## src/rtl/k12a_fetch_seq_pkg.sv

```systemverilog
// Shared K12a sequencer types: FSM states, decoded skip kinds and the skip-register select code.
// Pure declarations, so there is no latency and no backpressure.
package k12a_fetch_seq_pkg;

    typedef enum logic [1:0] {
        SKIP_SEL_HOLD        = 2'd0,
        SKIP_SEL_0           = 2'd1,
        SKIP_SEL_CONDITION   = 2'd2,
        SKIP_SEL_CONDITION_N = 2'd3
    } skip_sel_t;

    typedef enum logic [2:0] {
        S_FETCH_HI = 3'd0,
        S_FETCH_LO = 3'd1,
        S_EXEC     = 3'd2,
        S_MEMWAIT  = 3'd3,
        S_HALT     = 3'd4
    } seq_state_t;

    typedef enum logic [1:0] {
        SK_NONE   = 2'd0,
        SK_COND   = 2'd1,
        SK_COND_N = 2'd2
    } skip_kind_t;

    localparam int WAIT_CNT_W = 8;

    function automatic skip_sel_t kind_to_sel(input skip_kind_t kind);
        case (kind)
            SK_COND:   return SKIP_SEL_CONDITION;
            SK_COND_N: return SKIP_SEL_CONDITION_N;
            default:   return SKIP_SEL_HOLD;
        endcase
    endfunction

endpackage

```

## src/rtl/k12a_fetch_seq_if.sv

```systemverilog
// Memory request bus between the sequencer (master) and the memory (slave).
// The request is held until the memory answers with mem_ready.
interface k12a_fetch_seq_if;
    logic mem_req;
    logic mem_addr_sel;
    logic mem_ready;

    modport master (output mem_req, output mem_addr_sel, input mem_ready);
    modport slave  (input mem_req, input mem_addr_sel, output mem_ready);
endinterface

```

## src/rtl/k12a_fetch_seq_mem_timeout.sv

```systemverilog
// Memory wait-state counter with a sticky bus_error; timeout is flagged in the same cycle as the last wait.
// It never stalls the requester; it only reports when a request has waited MEM_TIMEOUT cycles.
module k12a_mem_timeout
    import k12a_fetch_seq_pkg::*;
#(
    parameter int MEM_TIMEOUT = 15
) (
    input  logic cpu_clock,
    input  logic reset_n,
    input  logic mem_req,
    input  logic mem_ready,
    input  logic clr,
    output logic timeout,
    output logic bus_error
);

    localparam logic [WAIT_CNT_W-1:0] LIMIT = WAIT_CNT_W'(MEM_TIMEOUT - 1);

    logic [WAIT_CNT_W-1:0] wait_cnt_q, wait_cnt_d;
    logic                  bus_error_q, bus_error_d;

    // The wait that would take the count to MEM_TIMEOUT is the one that times out.
    assign timeout   = mem_req && !mem_ready && (wait_cnt_q == LIMIT);
    assign bus_error = bus_error_q;

    always_comb begin
        wait_cnt_d  = wait_cnt_q;
        bus_error_d = bus_error_q | timeout;
        if (clr || mem_ready) begin
            wait_cnt_d = '0;
        end else if (mem_req) begin
            wait_cnt_d = wait_cnt_q + 1'b1;
        end
    end

    always_ff @(posedge cpu_clock or negedge reset_n) begin
        if (!reset_n) begin
            wait_cnt_q  <= '0;
            bus_error_q <= 1'b0;
        end else begin
            wait_cnt_q  <= wait_cnt_d;
            bus_error_q <= bus_error_d;
        end
    end

endmodule

```

## src/rtl/k12a_fetch_seq.sv

```systemverilog
// K12a sequencer: 16-bit instruction as hi/lo byte fetch, then execute/skip, data access, halt.
// 3 cycles per zero-wait instruction; every memory access stalls in place until mem_ready.
module k12a_fetch_seq
    import k12a_fetch_seq_pkg::*;
#(
    parameter int MEM_TIMEOUT = 15
) (
    input  logic                     cpu_clock,
    input  logic                     reset_n,
    input  logic                     run_en,
    input  logic                     skip,
    input  skip_kind_t               dec_skip_kind,
    input  logic                     dec_mem,
    input  logic                     dec_halt,
    input  logic                     resume,
    k12a_fetch_seq_if.master         mem,
    output logic                     ir_hi_load,
    output logic                     ir_lo_load,
    output logic                     pc_inc,
    output logic                     exec_en,
    output skip_sel_t                skip_sel,
    output logic                     halted,
    output logic                     bus_error
);

    seq_state_t state_q, state_d;
    logic       mem_req_c, mem_addr_sel_c;
    logic       timeout;

    assign mem.mem_req      = mem_req_c;
    assign mem.mem_addr_sel = mem_addr_sel_c;

    // Any state change starts a fresh wait window for the counter.
    k12a_mem_timeout #(.MEM_TIMEOUT(MEM_TIMEOUT)) u_tmo (
        .cpu_clock (cpu_clock),
        .reset_n   (reset_n),
        .mem_req   (mem_req_c),
        .mem_ready (mem.mem_ready),
        .clr       (state_d != state_q),
        .timeout   (timeout),
        .bus_error (bus_error)
    );

    always_comb begin
        state_d        = state_q;
        mem_req_c      = 1'b0;
        mem_addr_sel_c = 1'b0;
        ir_hi_load     = 1'b0;
        ir_lo_load     = 1'b0;
        pc_inc         = 1'b0;
        exec_en        = 1'b0;
        skip_sel       = SKIP_SEL_HOLD;
        halted         = 1'b0;
        case (state_q)
            S_FETCH_HI: begin
                if (run_en || bus_error) begin
                    mem_req_c = 1'b1;
                    if (mem.mem_ready) begin
                        ir_hi_load = 1'b1;
                        pc_inc     = 1'b1;
                        state_d    = S_FETCH_LO;
                    end
                end
            end
            S_FETCH_LO: begin
                mem_req_c = 1'b1;
                if (mem.mem_ready) begin
                    ir_lo_load = 1'b1;
                    pc_inc     = 1'b1;
                    state_d    = S_EXEC;
                end
            end
            S_EXEC: begin
                if (skip) begin
                    // A suppressed instruction is the only thing that consumes the skip flag.
                    skip_sel = SKIP_SEL_0;
                    state_d  = S_FETCH_HI;
                end else if (dec_halt) begin
                    state_d = S_HALT;
                end else if (dec_mem) begin
                    mem_req_c      = 1'b1;
                    mem_addr_sel_c = 1'b1;
                    if (mem.mem_ready) begin
                        exec_en = 1'b1;
                        state_d = S_FETCH_HI;
                    end else begin
                        state_d = S_MEMWAIT;
                    end
                end else begin
                    exec_en  = 1'b1;
                    skip_sel = kind_to_sel(dec_skip_kind);
                    state_d  = S_FETCH_HI;
                end
            end
            S_MEMWAIT: begin
                mem_req_c      = 1'b1;
                mem_addr_sel_c = 1'b1;
                if (mem.mem_ready) begin
                    exec_en = 1'b1;
                    state_d = S_FETCH_HI;
                end
            end
            S_HALT: begin
                halted = 1'b1;
                if (resume && !bus_error) begin
                    state_d = S_FETCH_HI;
                end
            end
            default: state_d = S_FETCH_HI;
        endcase
        if (timeout) begin
            state_d = S_HALT;
        end
    end

    always_ff @(posedge cpu_clock or negedge reset_n) begin
        if (!reset_n) begin
            state_q <= S_FETCH_HI;
        end else begin
            state_q <= state_d;
        end
    end

endmodule
```

## src/flat_wrapper.sv

```systemverilog
// flat-port wrapper written by rule: the top's interface ports become plain ports
module k12a_fetch_seq_flat import k12a_fetch_seq_pkg::*;
#(
    parameter int MEM_TIMEOUT = 15
)
  (cpu_clock, reset_n, run_en, skip, dec_skip_kind, dec_mem, dec_halt, resume, ir_hi_load, ir_lo_load, pc_inc, exec_en, skip_sel, halted, bus_error, mem_mem_req, mem_mem_addr_sel, mem_mem_ready);
  k12a_fetch_seq_if mem_i ();
  input  logic cpu_clock;
  input  logic reset_n;
  input  logic run_en;
  input  logic skip;
  input  skip_kind_t dec_skip_kind;
  input  logic dec_mem;
  input  logic dec_halt;
  input  logic resume;
  output logic ir_hi_load;
  output logic ir_lo_load;
  output logic pc_inc;
  output logic exec_en;
  output skip_sel_t skip_sel;
  output logic halted;
  output logic bus_error;
  output wire logic [$bits(mem_i.mem_req)-1:0] mem_mem_req;
  output wire logic [$bits(mem_i.mem_addr_sel)-1:0] mem_mem_addr_sel;
  input wire logic [$bits(mem_i.mem_ready)-1:0] mem_mem_ready;
  assign mem_mem_req = mem_i.mem_req;
  assign mem_mem_addr_sel = mem_i.mem_addr_sel;
  assign mem_i.mem_ready = mem_mem_ready;
  k12a_fetch_seq #(.MEM_TIMEOUT(MEM_TIMEOUT)) u_core (.cpu_clock(cpu_clock), .reset_n(reset_n), .run_en(run_en), .skip(skip), .dec_skip_kind(dec_skip_kind), .dec_mem(dec_mem), .dec_halt(dec_halt), .resume(resume), .mem(mem_i), .ir_hi_load(ir_hi_load), .ir_lo_load(ir_lo_load), .pc_inc(pc_inc), .exec_en(exec_en), .skip_sel(skip_sel), .halted(halted), .bus_error(bus_error));
endmodule
```

## config.mk

```make
export PLATFORM = sky130hd
export DESIGN_NAME = k12a_fetch_seq_flat
export DESIGN_NICKNAME = d
export VERILOG_FILES = /design/src/rtl/k12a_fetch_seq_pkg.sv /design/src/rtl/k12a_fetch_seq_if.sv /design/src/rtl/k12a_fetch_seq_mem_timeout.sv /design/src/rtl/k12a_fetch_seq.sv /design/src/flat_wrapper.sv
export SDC_FILE = /design/constraint.sdc
export NUM_CORES = 1
export LEC_CHECK = 0
export ABC_CLOCK_PERIOD_IN_PS = 3600
export BUFFER_PORTS_ARGS = -buffer_cell sky130_fd_sc_hd__buf_4
export CORE_ASPECT_RATIO = 1.2
export CORE_UTILIZATION = 45
export DETAILED_ROUTE_END_ITERATION = 8
export GPL_TIMING_DRIVEN = 0
export PLACE_DENSITY = 0.69
export SETUP_SLACK_MARGIN = 0.1
export SKIP_CTS_REPAIR_TIMING = 1
export SLEW_MARGIN = 5
export SYNTH_ARGS = -nofsm -noshare
export SYNTH_HDL_FRONTEND = slang
export SYNTH_SLANG_ARGS = --single-unit
```

## constraint.sdc

```tcl
create_clock -name cpu_clock -period 3.6 [get_ports cpu_clock]
set_input_delay 0.72 -clock cpu_clock [delete_from_list [all_inputs] [get_ports cpu_clock]]
set_output_delay 0.72 -clock cpu_clock [all_outputs]
set_load 0.02 [all_outputs]
```

==> impl_metrics.yaml <==
status:
  outcome: "completed"
clock_tree:
  clk_path_buf_depth: 2
  cts.clk_slew.worst_paths_ns: 0.07
  cts_tree: "built"
  cts.sinks: 12
  root_buffer: "clkbuf_4"
  htree_num_levels: 1
  clk_latency_ns: 0.27
  numCtsBuffers: 3
synthesis:
  async_reset_ff_frac: 1.00
  synth_area_sq_um: 836
  yosysTopAreaCell: "dfrtp_1"
  syn_area_per_cell_sq_um: 8.71
  synth_nets: 109
  synth_seq_area_share: 0.359
  ys_warn_count: 0
  synth-seq-cells: 12
  syn_inst: 96
  synth_cell_types: 37
  yosys-top-cells-area: "dfrtp_1, o21ai_0, ha_1, a21oi_1, buf_6"
  yosysTopAreaCellShare: 0.359
  ys.flop_type: "dfrtp_1"
  synth-edff-count: 0
pwr:
  peakVddDrop_v: 0.000317
  p_leak_nw: 0.478
  powerDensity_mw_per_mm2: 576
route:
  vias: 782
  dr.pass1.iters: 4
  wire_per_inst_microns: 13.3
  viasPerCell: 5.75
  postRouteAntennaNets: 0
  drc: 0
  drtIter0Drc: 12
  totalWireLength_microns: 1800
timing:
  tns_ns: 0
  setup_violations: 0
  fin_crit_ns: 2.43
  rsz0062_at_grt: "false"
  slew_viol_final: 0
  final_hold_viol_count: 0
  period_share: 0.676
  layout_setup_ws_ns: 1.17
  max_freq_mhz: 411
  worst-slew-pin-transition_ns: 0.374
  hold_slack_ns: 0.274
  slew_headroom: 0.748
  skew_ns: 0.00217
cells_and_area:
  drive_gt1_frac: 0.288
  layout_common_cells: "buf_4, dfrtp_1, o21ai_0"
  layout_commonest_cell: "buf_4"
  postLayoutCellArea_sq_mm: 0.00102
  ff_latch_area_sq_um: 300
  fin_nets: 133
  fillers: 171
  syn_to_final_growth_pct: 22.5
  multi_input_area_sq_um: 468
  antenna_cells: 0
setup_path:
  arrival_ns: 1.71
  path_max_fanout: 10
  cp-end-kind: "output port"
  r2r_slack_ns: 1.67
  start_kind: "primary input"
  crit_chain: "buf_4, nor2_1, and3_4, nor2_2, buf_6, inv_1, buf_4"
  cp.required_ns: 2.88
  cpMaxStageDelayCell: "and3_4"
  cp_num_buf_inv: 4
  rr_worst_depth: 7
  worstSetupPathType: "primary input to output port"
  crit_top_cell: "buf_4"
  critPathTopFamily: "simple AND/OR/NAND/NOR gates"
  slowest_delay_ns: 0.26
  r2r-end: "u_core.u_tmo.wait_cnt_q[1]"
  reg2reg_from: "u_core.u_tmo.wait_cnt_q[0]"
global_route:
  track_usage: 0.209
  antenna_found_initial: 0
  use_met1: 0.257
  grt_pass1_wl_microns: 2900
  met2_usage: 0.339
  grt_use_met3: 0.0411
  grt_pass1_vias: 690
  grt_max_degree: 13
  grt_busiest_layer: "met2"
  overflow: 0
placed_design:
  place_area_sq_mm: 0.00100
  dp_hpwl_microns: 1360
  gp_congestion: 0.768
  preCtsSetupSlack_ns: 1.17
  io_buffers: 19
floorplan:
  row_count: 16
  core_sq_mm: 0.00168
  die_x_microns: 41.3
  die-area_sq_mm: 0.00203
  initial_core_util: 0.497
  die_h_microns: 49.2
  ios: 20
min_path:
  hp-class: "primary input to asynchronous set/reset pin"
flow_run:
  drv_cap: 0
## worst max path at each step
stage	startpoint	end	slack, ns	depth (start not counted)
after detailed placement	skip	mem_mem_req	1.17	7
after CTS	skip	mem_mem_req	1.16	7
final	skip	mem_mem_req	1.17	7
after global placement	mem_mem_ready	pc_inc	1.19	4
after floorplan	dec_skip_kind[0]	skip_sel[1]	1.37	3
after global routing	u_core.state_q[1]	pc_inc	1.09	4
## per-layer routing
| layer | vias up | routed length [microns] |
|---|---|---|
| met2 | 23 | 906 |
| li1 | 388 | - |
| met3 | 5 | 90 |
| met4 | 0 | 38 |
| met5 | - | 0 |
| met1 | 366 | 768 |
## synth_stat cells, drive strengths merged (2+ instances only)
master,number
nor3,2
nand2b,2
ha,3
buf,3
inv,8
and3,3
or4b,2
nor3b,2
o21ai,12
or3,4
a21oi,9
nand2,4
nor2,9
nand3,6
dfrtp,12
## kinds of logic after synthesis
| group | after synthesis | synth area share |
|---|---|---|
| compound gates | 26 | 0.186 |
| fa+ha+maj | 3 | 0.0449 |
| flops | 12 | 0.359 |
| xor+xnor | 2 | 0.0210 |
| simple gates | 41 | 0.308 |
| buf+inv | 12 | 0.0808 |
## worst register-to-register path: stages, from the launching register on
cell and delay [ns]:
dfrtp_1 0.42, inv_1 0.11, ha_1 0.14, or4b_1 0.44, nor4_1 0.29, o21ai_2 0.15
nand3_2 0.19, a211oi_1 0.08
## flip-flops by register name, summed over array words and instances, names as in the netlist
name	count
u_core.u_tmo.wait_cnt_q	8
u_core.u_tmo.bus_error	1
u_core.state_q	3
## cell type report
cell class                      instances  area share
Multi-Input combinational cell         72       0.457
Sequential cell                        12       0.293
Timing Repair Buffer                   19       0.139
Buffer                                  4      0.0367
Inverter                                8      0.0293
Clock buffer                            3      0.0220
Tap cell                               18      0.0220
## where the power goes
part | leakage [nW] | total, mW | switching (mW) | internal [mW]
Clock | 0.0138 | 0.0818 | 0.0431 | 0.0388
Combinational | 0.303 | 0.327 | 0.186 | 0.141
Sequential | 0.161 | 0.181 | 0.0233 | 0.158
Total | 0.478 | 0.590 | 0.252 | 0.338
## per-stage QoR
stage | util | power, mW | cells
floorplan | - | 0.413 | 96
global placement | 0.595 | 0.505 | 133
detailed placement | 0.595 | 0.512 | 133
CTS | 0.609 | 0.596 | 136
global route | 0.609 | 0.638 | 136
finish | 0.609 | 0.590 | 136
No activity file was read; power rests on OpenSTA's default activity.
